$ cat src/rtl/pe_operand_feeder_if.sv
// Host write/start port and PE-facing outputs of the column operand feeder.
// The master side belongs to the host/DMA; the slave side belongs to the feeder.
interface pe_operand_feeder_if #(
    parameter int DATA_W = 16,
    parameter int ROWS   = 4,
    parameter int DEPTH  = 16
);
    localparam int AW = $clog2(DEPTH);
    localparam int LW = AW + 1;

    logic                   wr_en;
    logic                   wr_sel;
    logic [AW-1:0]          wr_addr;
    logic [ROWS*DATA_W-1:0] wr_data;
    logic [LW-1:0]          cfg_len;
    logic                   start;
    logic                   busy;
    logic                   done;
    logic                   weight_en;
    logic [DATA_W-1:0]      weight_out;
    logic [ROWS*DATA_W-1:0] act_out;
    logic [ROWS-1:0]        act_valid;

    modport master (
        output wr_en, wr_sel, wr_addr, wr_data, cfg_len, start,
        input  busy, done, weight_en, weight_out, act_out, act_valid
    );

    modport slave (
        input  wr_en, wr_sel, wr_addr, wr_data, cfg_len, start,
        output busy, done, weight_en, weight_out, act_out, act_valid
    );
endinterface

$ cat src/rtl/pe_operand_feeder.sv
// Feeds one systolic column: shifts the weight set in top-down, then streams
// buffered activation vectors with a one-cycle-per-row diagonal skew.
module pe_operand_feeder #(
    parameter int DATA_W = 16,
    parameter int ROWS   = 4,
    parameter int DEPTH  = 16
) (
    input  logic                 clk,
    input  logic                 rst,
    pe_operand_feeder_if.slave   bus
);
    localparam int AW = $clog2(DEPTH);
    localparam int LW = AW + 1;
    localparam int RW = $clog2(ROWS);
    localparam int CW = $clog2(2 * ROWS + DEPTH + 1);

    typedef enum logic [1:0] {S_IDLE, S_LOAD_W, S_STREAM, S_FIN} state_t;

    state_t                 state_q;
    logic [CW-1:0]          t_q;
    logic [LW-1:0]          len_q;
    logic                   busy_q;
    logic                   done_q;
    logic                   wen_q;
    logic [DATA_W-1:0]      wout_q;
    logic [ROWS*DATA_W-1:0] act_out_q;
    logic [ROWS-1:0]        act_valid_q;

    logic [ROWS*DATA_W-1:0] wbuf_q;
    logic [ROWS*DATA_W-1:0] act_mem [DEPTH];
    logic [ROWS*DATA_W-1:0] rdata_q;
    logic                   rvld_q;

    logic                   wr_ok;
    logic [ROWS*DATA_W-1:0] w_eff;
    logic [DATA_W-1:0]      w_elem [ROWS];
    logic [RW-1:0]          w_sel;
    logic [LW-1:0]          len_clamp;
    logic [CW-1:0]          stream_end;
    logic                   rd_issue;
    logic [AW-1:0]          rd_addr;
    logic [DATA_W-1:0]      row_data [ROWS];
    logic                   row_vld  [ROWS];

    // A weight write landing in the start cycle must already feed the first shift.
    assign wr_ok      = bus.wr_en && (state_q == S_IDLE);
    assign w_eff      = (wr_ok && !bus.wr_sel) ? bus.wr_data : wbuf_q;
    assign len_clamp  = (bus.cfg_len > LW'(DEPTH)) ? LW'(DEPTH) : bus.cfg_len;
    assign stream_end = CW'(2 * ROWS - 1) + CW'(len_q);
    assign w_sel      = (state_q == S_IDLE) ? RW'(ROWS - 1) : (RW'(ROWS - 1) - RW'(t_q));

    // Vector c is read two cycles before row 0 presents it (RAM stage + output stage).
    assign rd_issue = ((state_q == S_LOAD_W) || (state_q == S_STREAM)) &&
                      (t_q >= CW'(ROWS - 1)) &&
                      (t_q < CW'(ROWS - 1) + CW'(len_q));
    assign rd_addr  = AW'(t_q - CW'(ROWS - 1));

    generate
        for (genvar gi = 0; gi < ROWS; gi++) begin : g_welem
            assign w_elem[gi] = w_eff[gi*DATA_W +: DATA_W];
        end
    endgenerate

    always_ff @(posedge clk) begin
        if (rst) begin
            state_q <= S_IDLE;
            t_q     <= '0;
            len_q   <= '0;
            busy_q  <= 1'b0;
            done_q  <= 1'b0;
            wen_q   <= 1'b0;
            wout_q  <= '0;
        end else begin
            done_q <= 1'b0;
            wen_q  <= 1'b0;
            wout_q <= '0;
            unique case (state_q)
                S_IDLE: begin
                    if (bus.start) begin
                        len_q <= len_clamp;
                        t_q   <= CW'(1);
                        if (len_clamp == '0) begin
                            state_q <= S_FIN;
                            done_q  <= 1'b1;
                        end else begin
                            state_q <= S_LOAD_W;
                            busy_q  <= 1'b1;
                            wen_q   <= 1'b1;
                            wout_q  <= w_elem[w_sel];
                        end
                    end
                end
                S_LOAD_W: begin
                    t_q <= t_q + CW'(1);
                    if (t_q == CW'(ROWS)) begin
                        state_q <= S_STREAM;
                    end else begin
                        wen_q  <= 1'b1;
                        wout_q <= w_elem[w_sel];
                    end
                end
                S_STREAM: begin
                    t_q <= t_q + CW'(1);
                    if (t_q == stream_end) begin
                        state_q <= S_FIN;
                        busy_q  <= 1'b0;
                        done_q  <= 1'b1;
                    end
                end
                S_FIN: begin
                    state_q <= S_IDLE;
                    t_q     <= '0;
                end
                default: state_q <= S_IDLE;
            endcase
        end
    end

    always_ff @(posedge clk) begin
        if (wr_ok && bus.wr_sel) begin
            act_mem[bus.wr_addr] <= bus.wr_data;
        end
        rdata_q <= act_mem[rd_addr];
    end

    always_ff @(posedge clk) begin
        if (wr_ok && !bus.wr_sel) begin
            wbuf_q <= bus.wr_data;
        end
    end

    always_ff @(posedge clk) begin
        if (rst) begin
            rvld_q <= 1'b0;
        end else begin
            rvld_q <= rd_issue;
        end
    end

    // Row r sees the shared read word through r delay stages.
    generate
        for (genvar gi = 0; gi < ROWS; gi++) begin : g_row
            if (gi == 0) begin : g_direct
                assign row_data[gi] = rdata_q[DATA_W-1:0];
                assign row_vld[gi]  = rvld_q;
            end else begin : g_delay
                logic [DATA_W-1:0] dd_q [gi];
                logic [gi-1:0]     dv_q;

                always_ff @(posedge clk) begin
                    dd_q[0] <= rdata_q[gi*DATA_W +: DATA_W];
                    for (int k = 1; k < gi; k++) begin
                        dd_q[k] <= dd_q[k-1];
                    end
                end

                always_ff @(posedge clk) begin
                    if (rst) begin
                        dv_q <= '0;
                    end else begin
                        dv_q[0] <= rvld_q;
                        for (int k = 1; k < gi; k++) begin
                            dv_q[k] <= dv_q[k-1];
                        end
                    end
                end

                assign row_data[gi] = dd_q[gi-1];
                assign row_vld[gi]  = dv_q[gi-1];
            end
        end
    endgenerate

    always_ff @(posedge clk) begin
        if (rst) begin
            act_out_q   <= '0;
            act_valid_q <= '0;
        end else begin
            for (int r = 0; r < ROWS; r++) begin
                act_valid_q[r]                <= row_vld[r];
                act_out_q[r*DATA_W +: DATA_W] <= row_vld[r] ? row_data[r] : '0;
            end
        end
    end

    assign bus.busy       = busy_q;
    assign bus.done       = done_q;
    assign bus.weight_en  = wen_q;
    assign bus.weight_out = wout_q;
    assign bus.act_out    = act_out_q;
    assign bus.act_valid  = act_valid_q;
endmodule

$ cat src/flat_wrapper.sv
// flat-port wrapper written by rule: the top's interface ports become plain ports
module pe_operand_feeder_flat 
#(
    parameter int DATA_W = 16,
    parameter int ROWS   = 4,
    parameter int DEPTH  = 16
)
  (clk, rst, bus_wr_en, bus_wr_sel, bus_wr_addr, bus_wr_data, bus_cfg_len, bus_start, bus_busy, bus_done, bus_weight_en, bus_weight_out, bus_act_out, bus_act_valid);
  pe_operand_feeder_if #(.DATA_W(DATA_W), .ROWS(ROWS), .DEPTH(DEPTH)) bus_i ();
  input  logic clk;
  input  logic rst;
  input wire logic [$bits(bus_i.wr_en)-1:0] bus_wr_en;
  input wire logic [$bits(bus_i.wr_sel)-1:0] bus_wr_sel;
  input wire logic [$bits(bus_i.wr_addr)-1:0] bus_wr_addr;
  input wire logic [$bits(bus_i.wr_data)-1:0] bus_wr_data;
  input wire logic [$bits(bus_i.cfg_len)-1:0] bus_cfg_len;
  input wire logic [$bits(bus_i.start)-1:0] bus_start;
  output wire logic [$bits(bus_i.busy)-1:0] bus_busy;
  output wire logic [$bits(bus_i.done)-1:0] bus_done;
  output wire logic [$bits(bus_i.weight_en)-1:0] bus_weight_en;
  output wire logic [$bits(bus_i.weight_out)-1:0] bus_weight_out;
  output wire logic [$bits(bus_i.act_out)-1:0] bus_act_out;
  output wire logic [$bits(bus_i.act_valid)-1:0] bus_act_valid;
  assign bus_i.wr_en = bus_wr_en;
  assign bus_i.wr_sel = bus_wr_sel;
  assign bus_i.wr_addr = bus_wr_addr;
  assign bus_i.wr_data = bus_wr_data;
  assign bus_i.cfg_len = bus_cfg_len;
  assign bus_i.start = bus_start;
  assign bus_busy = bus_i.busy;
  assign bus_done = bus_i.done;
  assign bus_weight_en = bus_i.weight_en;
  assign bus_weight_out = bus_i.weight_out;
  assign bus_act_out = bus_i.act_out;
  assign bus_act_valid = bus_i.act_valid;
  pe_operand_feeder #(.DATA_W(DATA_W), .ROWS(ROWS), .DEPTH(DEPTH)) u_core (.clk(clk), .rst(rst), .bus(bus_i));
endmodule
$ cat config.mk
export PLATFORM = sky130hd
export DESIGN_NAME = pe_operand_feeder_flat
export DESIGN_NICKNAME = d
export VERILOG_FILES = /design/src/rtl/pe_operand_feeder_if.sv /design/src/rtl/pe_operand_feeder.sv /design/src/flat_wrapper.sv
export SDC_FILE = /design/constraint.sdc
export NUM_CORES = 1
export LEC_CHECK = 0
export CORE_ASPECT_RATIO = 0.6
export CORE_MARGIN = 1
export CORE_UTILIZATION = 60
export DETAILED_ROUTE_END_ITERATION = 10
export PLACE_DENSITY = 0.77
export SYNTH_ARGS = -nofsm -noshare
export SYNTH_HDL_FRONTEND = slang
export SYNTH_SLANG_ARGS = --single-unit
$ cat constraint.sdc
create_clock -name clk -period 19.05 [get_ports clk]
set_input_delay 3.81 -clock clk [delete_from_list [all_inputs] [get_ports clk]]
set_output_delay 3.81 -clock clk [all_outputs]
set_load 0.02 [all_outputs]
Word level (Yosys, flattened, before mapping)

Memory sizes are Yosys's and may differ from the RTL's. A register that Yosys moved wholly into a read port is not among the register bits.
Cells that the tools add are included.

$mul: 0
$lt $le $gt $ge: 4
Add/subtract/negate cells: 5
Reduce and logical (&&, ||, !) cells: 18
Equal/unequal tests: 9
Div/mod/pow operators: 0
Shifts and indexed selects: 0
Multiplexer cells: 31
Bitwise logic cells: 5

Operator list:

| operator              | count |
|---|---|
| $mux W16              | 5 |
| $mux W64              | 1 |
| $bmux W16 S2          | 1 |
| $pmux W16 S2          | 1 |
| $pmux W5 S3           | 1 |
| $mux W1               | 11 |
| $mux W2               | 5 |
| $mux W5               | 2 |
| $reduce_or A2 Y1      | 5 |
| $ne A2 B2 Y1 const B  | 4 |
| $pmux W2 S4           | 1 |
| $pmux W1 S2           | 3 |
| $add A2 B5 Y5 const A | 1 |
| $add A3 B5 Y5 const A | 1 |
| $add A5 B1 Y5 const B | 1 |
| $eq A5 B3 Y1 const B  | 1 |
| $eq A5 B5 Y1          | 1 |
| $ge A5 B2 Y1 const B  | 1 |
| $gt A5 B5 Y1 const B  | 1 |
| $logic_and A1 B1 Y1   | 5 |
| $logic_not A5 Y1      | 1 |
| $lt A5 B5 Y1          | 1 |
| $eq A2 B2 Y1 const B  | 2 |
| $not A1 Y1            | 4 |
| other kinds (12)      | 12 |

Register bits: 122
Input bits: 78
Output and inout bits: 87
Memory bits (read-only): 0
Bits in latches: 0
Bits in writable memories: 1120
Memories kept: 4

Memory list:

| name                         | depth | bits a word | read ports | clocked after memory_dff | write ports | RTL line                 | RTL |
|---|---|---|---|---|---|---|---|
| u_core.act_mem               | 16    | 64          | 1          | 1                        | 1           | pe_operand_feeder.sv:30  | `logic [ROWS*DATA_W-1:0] act_mem [DEPTH];` |
| u_core.g_row[3].g_delay.dd_q | 3     | 16          | 3          | 1                        | 3           | pe_operand_feeder.sv:147 | `logic [DATA_W-1:0] dd_q [gi];` |
| u_core.g_row[2].g_delay.dd_q | 2     | 16          | 2          | 1                        | 2           | pe_operand_feeder.sv:147 |  |
| u_core.g_row[1].g_delay.dd_q | 1     | 16          | 1          | 1                        | 1           | pe_operand_feeder.sv:147 |  |

Depth between registers and ports, before layout

Word-level depth: 10
Mapped depth: 10
Gate-level depth less buffers: 8

Least setup slack after synthesis

Ideal clock, no wire load.

Path kind: in2reg
Start: input bus_wr_en
End: memory u_core.act_mem[4][0] (netlist name) (enable)
Stages on the path: 3
Setup time: 0.565 ns
Required time: 18.485 ns
Data arrival time: 8.756 ns
Setup slack: 9.728 ns
Buffers on the path: 0
Cell sequence: nand3_1 > or3b_2 > nor3_1

Word-level cells in the longest chain between the ends: 4

RTL lines:

| item                          | RTL line                 | RTL |
|---|---|---|
| start: declaration            | flat_wrapper.sv:12       | `input wire logic [$bits(bus_i.wr_en)-1:0] bus_wr_en;` |
| $logic_and A1 B1 Y1           | pe_operand_feeder.sv:46  | `assign wr_ok = bus.wr_en && (state_q == S_IDLE);` |
| $logic_and A1 B1 Y1           | pe_operand_feeder.sv:120 | `if (wr_ok && bus.wr_sel) begin` |
| $mux W1                       | pe_operand_feeder.sv:120 |  |
| $mux W1 (implied by the code) | pe_operand_feeder.sv:121 | `act_mem[bus.wr_addr] <= bus.wr_data;` |
| end: declaration              | pe_operand_feeder.sv:30  |  |

No other way between the ends.

Worst setup path in the final report

Start: input bus_wr_sel
End: memory u_core.act_mem[9][0] (netlist name) (enable)

Word-level cells in the longest chain between the ends: 3

RTL lines:

| item                          | RTL line                 | RTL |
|---|---|---|
| start: declaration            | flat_wrapper.sv:13       | `input wire logic [$bits(bus_i.wr_sel)-1:0] bus_wr_sel;` |
| $logic_and A1 B1 Y1           | pe_operand_feeder.sv:120 |  |
| $mux W1                       | pe_operand_feeder.sv:120 |  |
| $mux W1 (implied by the code) | pe_operand_feeder.sv:121 |  |

No other way between the ends.

==> summary.txt <==
Run
  • Max-Cap Viols: 0

STA
  • Final Cycle Share: 33.4%
  • Setup slack after layout: 12.70 ns
  • Final hold vios: 0
  • Minimum clock period: 6.35 ns
  • Hold_ws: 0.310 ns
  • Slew @ Worst Pin: 1.34 ns
  • Number of setup violations in the final report: 0
  • Slew HR: 10.4%
  • Setup TNS: 0 ns
  • Count of pins over their slew limit: 0
  • RSZ-0062 raised after global routing: false
  • Worst Skew: 0.0220 ns
  • Fmax: 157 MHz

Synth
  • Post-synth EDFFs: 1,024
  • Top cells by area, synth: edfxtp_1, mux4_2, dfxtp_1
  • Top cells by count, synth: edfxtp_1, dfxtp_1, mux4_2, and2_1, mux2_2
  • Yosys warns: 0
  • Dominant cell type by area after synthesis: edfxtp_1
  • Post-synthesis cell count: 2,163
  • FFs w/ async S/R, synth: 0%
  • Mapped Area: 0.0476 mm^2
  • Predominant post-synthesis flop cell: edfxtp_1
  • Count leader, synth: edfxtp_1
  • Register bit total from synthesis: 1,348
  • Synth unique cells: 48
  • Syn Area/Cell: 22.0 um^2
  • Post-synth top area share: 64.6%
  • Syn nets: 2,254
  • Post-synthesis sequential area ratio: 78.2%

CTS
  • CTS tree: yes
  • Resized Gates After CTS: 0
  • Htree depth: 3
  • Post-CTS Hold Buffers: 0
  • Setup repair bufs after CTS: 0
  • Root buf cell: clkbuf_16
  • Clock Latency Late Sink: 0.71 ns
  • Clock buffer depth: 3
  • Total CTS buffers: 114
  • Clk sinks: 1,348
  • Register clock-pin slew on the reported worst setup and hold paths: 0.07 ns

Place
  • Post-DP HPWL: 56,500 um
  • DP Cell Count: 3,318
  • Cell Area, Placed: 0.0505 mm^2
  • Port bufs: 164
  • GPL Wtd Cong: 0.813
  • Pre-CTS WS: 12.04 ns

Power
  • Pwr Total: 7.53 mW
  • Maximum VDD drop: 189 uV
  • Pwr dens: 138 mW/mm^2
  • Pleak: 17.6 nW

Global route
  • Vias in the first global route: 22,700
  • GR Overflow Total: 0
  • Pin count of the biggest net entering global routing: 162
  • Initial antenna violation count: 7
  • First-pass GRT wire length: 153,000 um
  • GRT Total Usage: 26.5%

Finish
  • Layout cell share with drive strength beyond 1: 25.6%
  • Final nets: 2,472
  • Final instance area: 0.0544 mm^2
  • Layout Area Growth over Synthesis: 14.1%
  • Non-filler instance count after layout: 3,537
  • Final core utilization: 69.7%

Floorplan
  • Die Ht: 220 um
  • Core Area: 0.0780 mm^2
  • Core Rows: 79
  • Initial Util: 61.1%
  • Die width: 366 um
  • Io pins: 165
  • Die ar.: 0.0806 mm^2

Worst hold path
  • Worst Hold Class: register to register

Route
  • Vias per inst: 6.41
  • Total wire length: 104,000 um
  • Drt first pass iters: 5
  • Initial DRC Count: 2,965
  • Routed wire length per instance: 29.5 um
  • Detailed-route DRC error count: 0
  • Antenna Nets Post-Route: 0
  • Vias: 22,700

Worst setup path
  • Setup crit start kind: primary input
  • Setup crit end kind: register
  • Worst Path Arrival: 6.68 ns
  • Critical Path Fanout Max: 36
  • Setup Crit Path Kind: primary input to register
  • Critical Path RT: 19.37 ns

Status
  • Status: complete, no violations
## final cells by class
cell class                 instances  area (um^2)
sequential                      1348        37200
clock buffer                     156         3310
fill                            4509        23600
timing repair buffer             206         1970
tap                             1053         1320
multi-input combinational        699         9930
inverter                          12         45.0
clock inverter                    61          542
antenna                            2         5.00
## flip-flops by register name (all words and copies together) (netlist names)
name                       count
u_core.act_mem              1024
u_core.g_row.g_delay.dd_q     96
u_core.bus.act_out            64
u_core.rdata_q                64
u_core.wbuf_q                 64
u_core.bus.weight_out         16
u_core.len_q                   5
u_core.t_q                     5
u_core.bus.act_valid           4
u_core.state_q                 2
u_core.bus.busy                1
u_core.bus.done                1
u_core.bus.weight_en           1
u_core.rvld_q                  1
## critical path: stages
cell and delay, ns:
clkdlybuf4s50_1 0.56, nand3_1 0.15, nor2_1 0.15, nand2_1 0.23, nor2_4 1.00, buf_4 0.74
## layer usage
metal / track usage, % / routed length (um) / vias up
met5: 0 / 49 / -
met4: 6.23 / 2210 / 8
li1: - / - / 9216
met3: 5.46 / 10100 / 161
met1: 39.7 / 43400 / 12100
met2: 40.7 / 48600 / 1240
## cells in the final DEF, fill, tap and decap left out, types with 13 or more instances in the layout
cell type / instances
edfxtp_1: 1024
nor2_1: 48
clkinv_2: 30
nand2_1: 40
buf_4: 41
dfxtp_1: 323
mux2_2: 64
mux4_2: 320
clkdlybuf4s50_1: 164
clkbuf_1: 21
clkbuf_8: 13
clkbuf_16: 122
and2_1: 64
a21oi_1: 15
## logic make-up after synthesis
| group | count (synthesis) | share of synthesized area [%] |
|---|---|---|
| DFF | 1348 | 78.2 |
| muxes | 384 | 16.6 |
| and+or+nand+nor | 222 | 2.36 |
| buffers and inverters | 116 | 1.30 |
| AOI/OAI and AO/OA | 70 | 0.972 |
| adders and majority gates | 13 | 0.341 |
| xor gates and xnor gates | 10 | 0.215 |
## report_power, final
| group | switching, mW | internal [mW] | total [mW] |
|---|---|---|---|
| Combinational | 0.752 | 0.813 | 1.56 |
| Sequential | 0.147 | 3.46 | 3.60 |
| Clock | 1.04 | 1.32 | 2.36 |
| Total | 1.94 | 5.59 | 7.53 |
## path summary, 6_finish.rpt
path	from	end	slack (ns)	depth (start not counted)
setup / recovery	bus_wr_sel	u_core.act_mem[9][0]$_DFFE_PP_	12.70	6
hold / removal	u_core.rdata_q[60]$_DFF_P_	u_core.g_row[3].g_delay.dd_q[0][12]$_DFF_P_	0.31	0
setup reg to reg	u_core.t_q[0]$_SDFFE_PP0P_	u_core.rdata_q[38]$_DFF_P_	14.11	5
hold reg to reg	u_core.rdata_q[60]$_DFF_P_	u_core.g_row[3].g_delay.dd_q[0][12]$_DFF_P_	0.31	0
No activity file was read; power rests on OpenSTA's default activity.
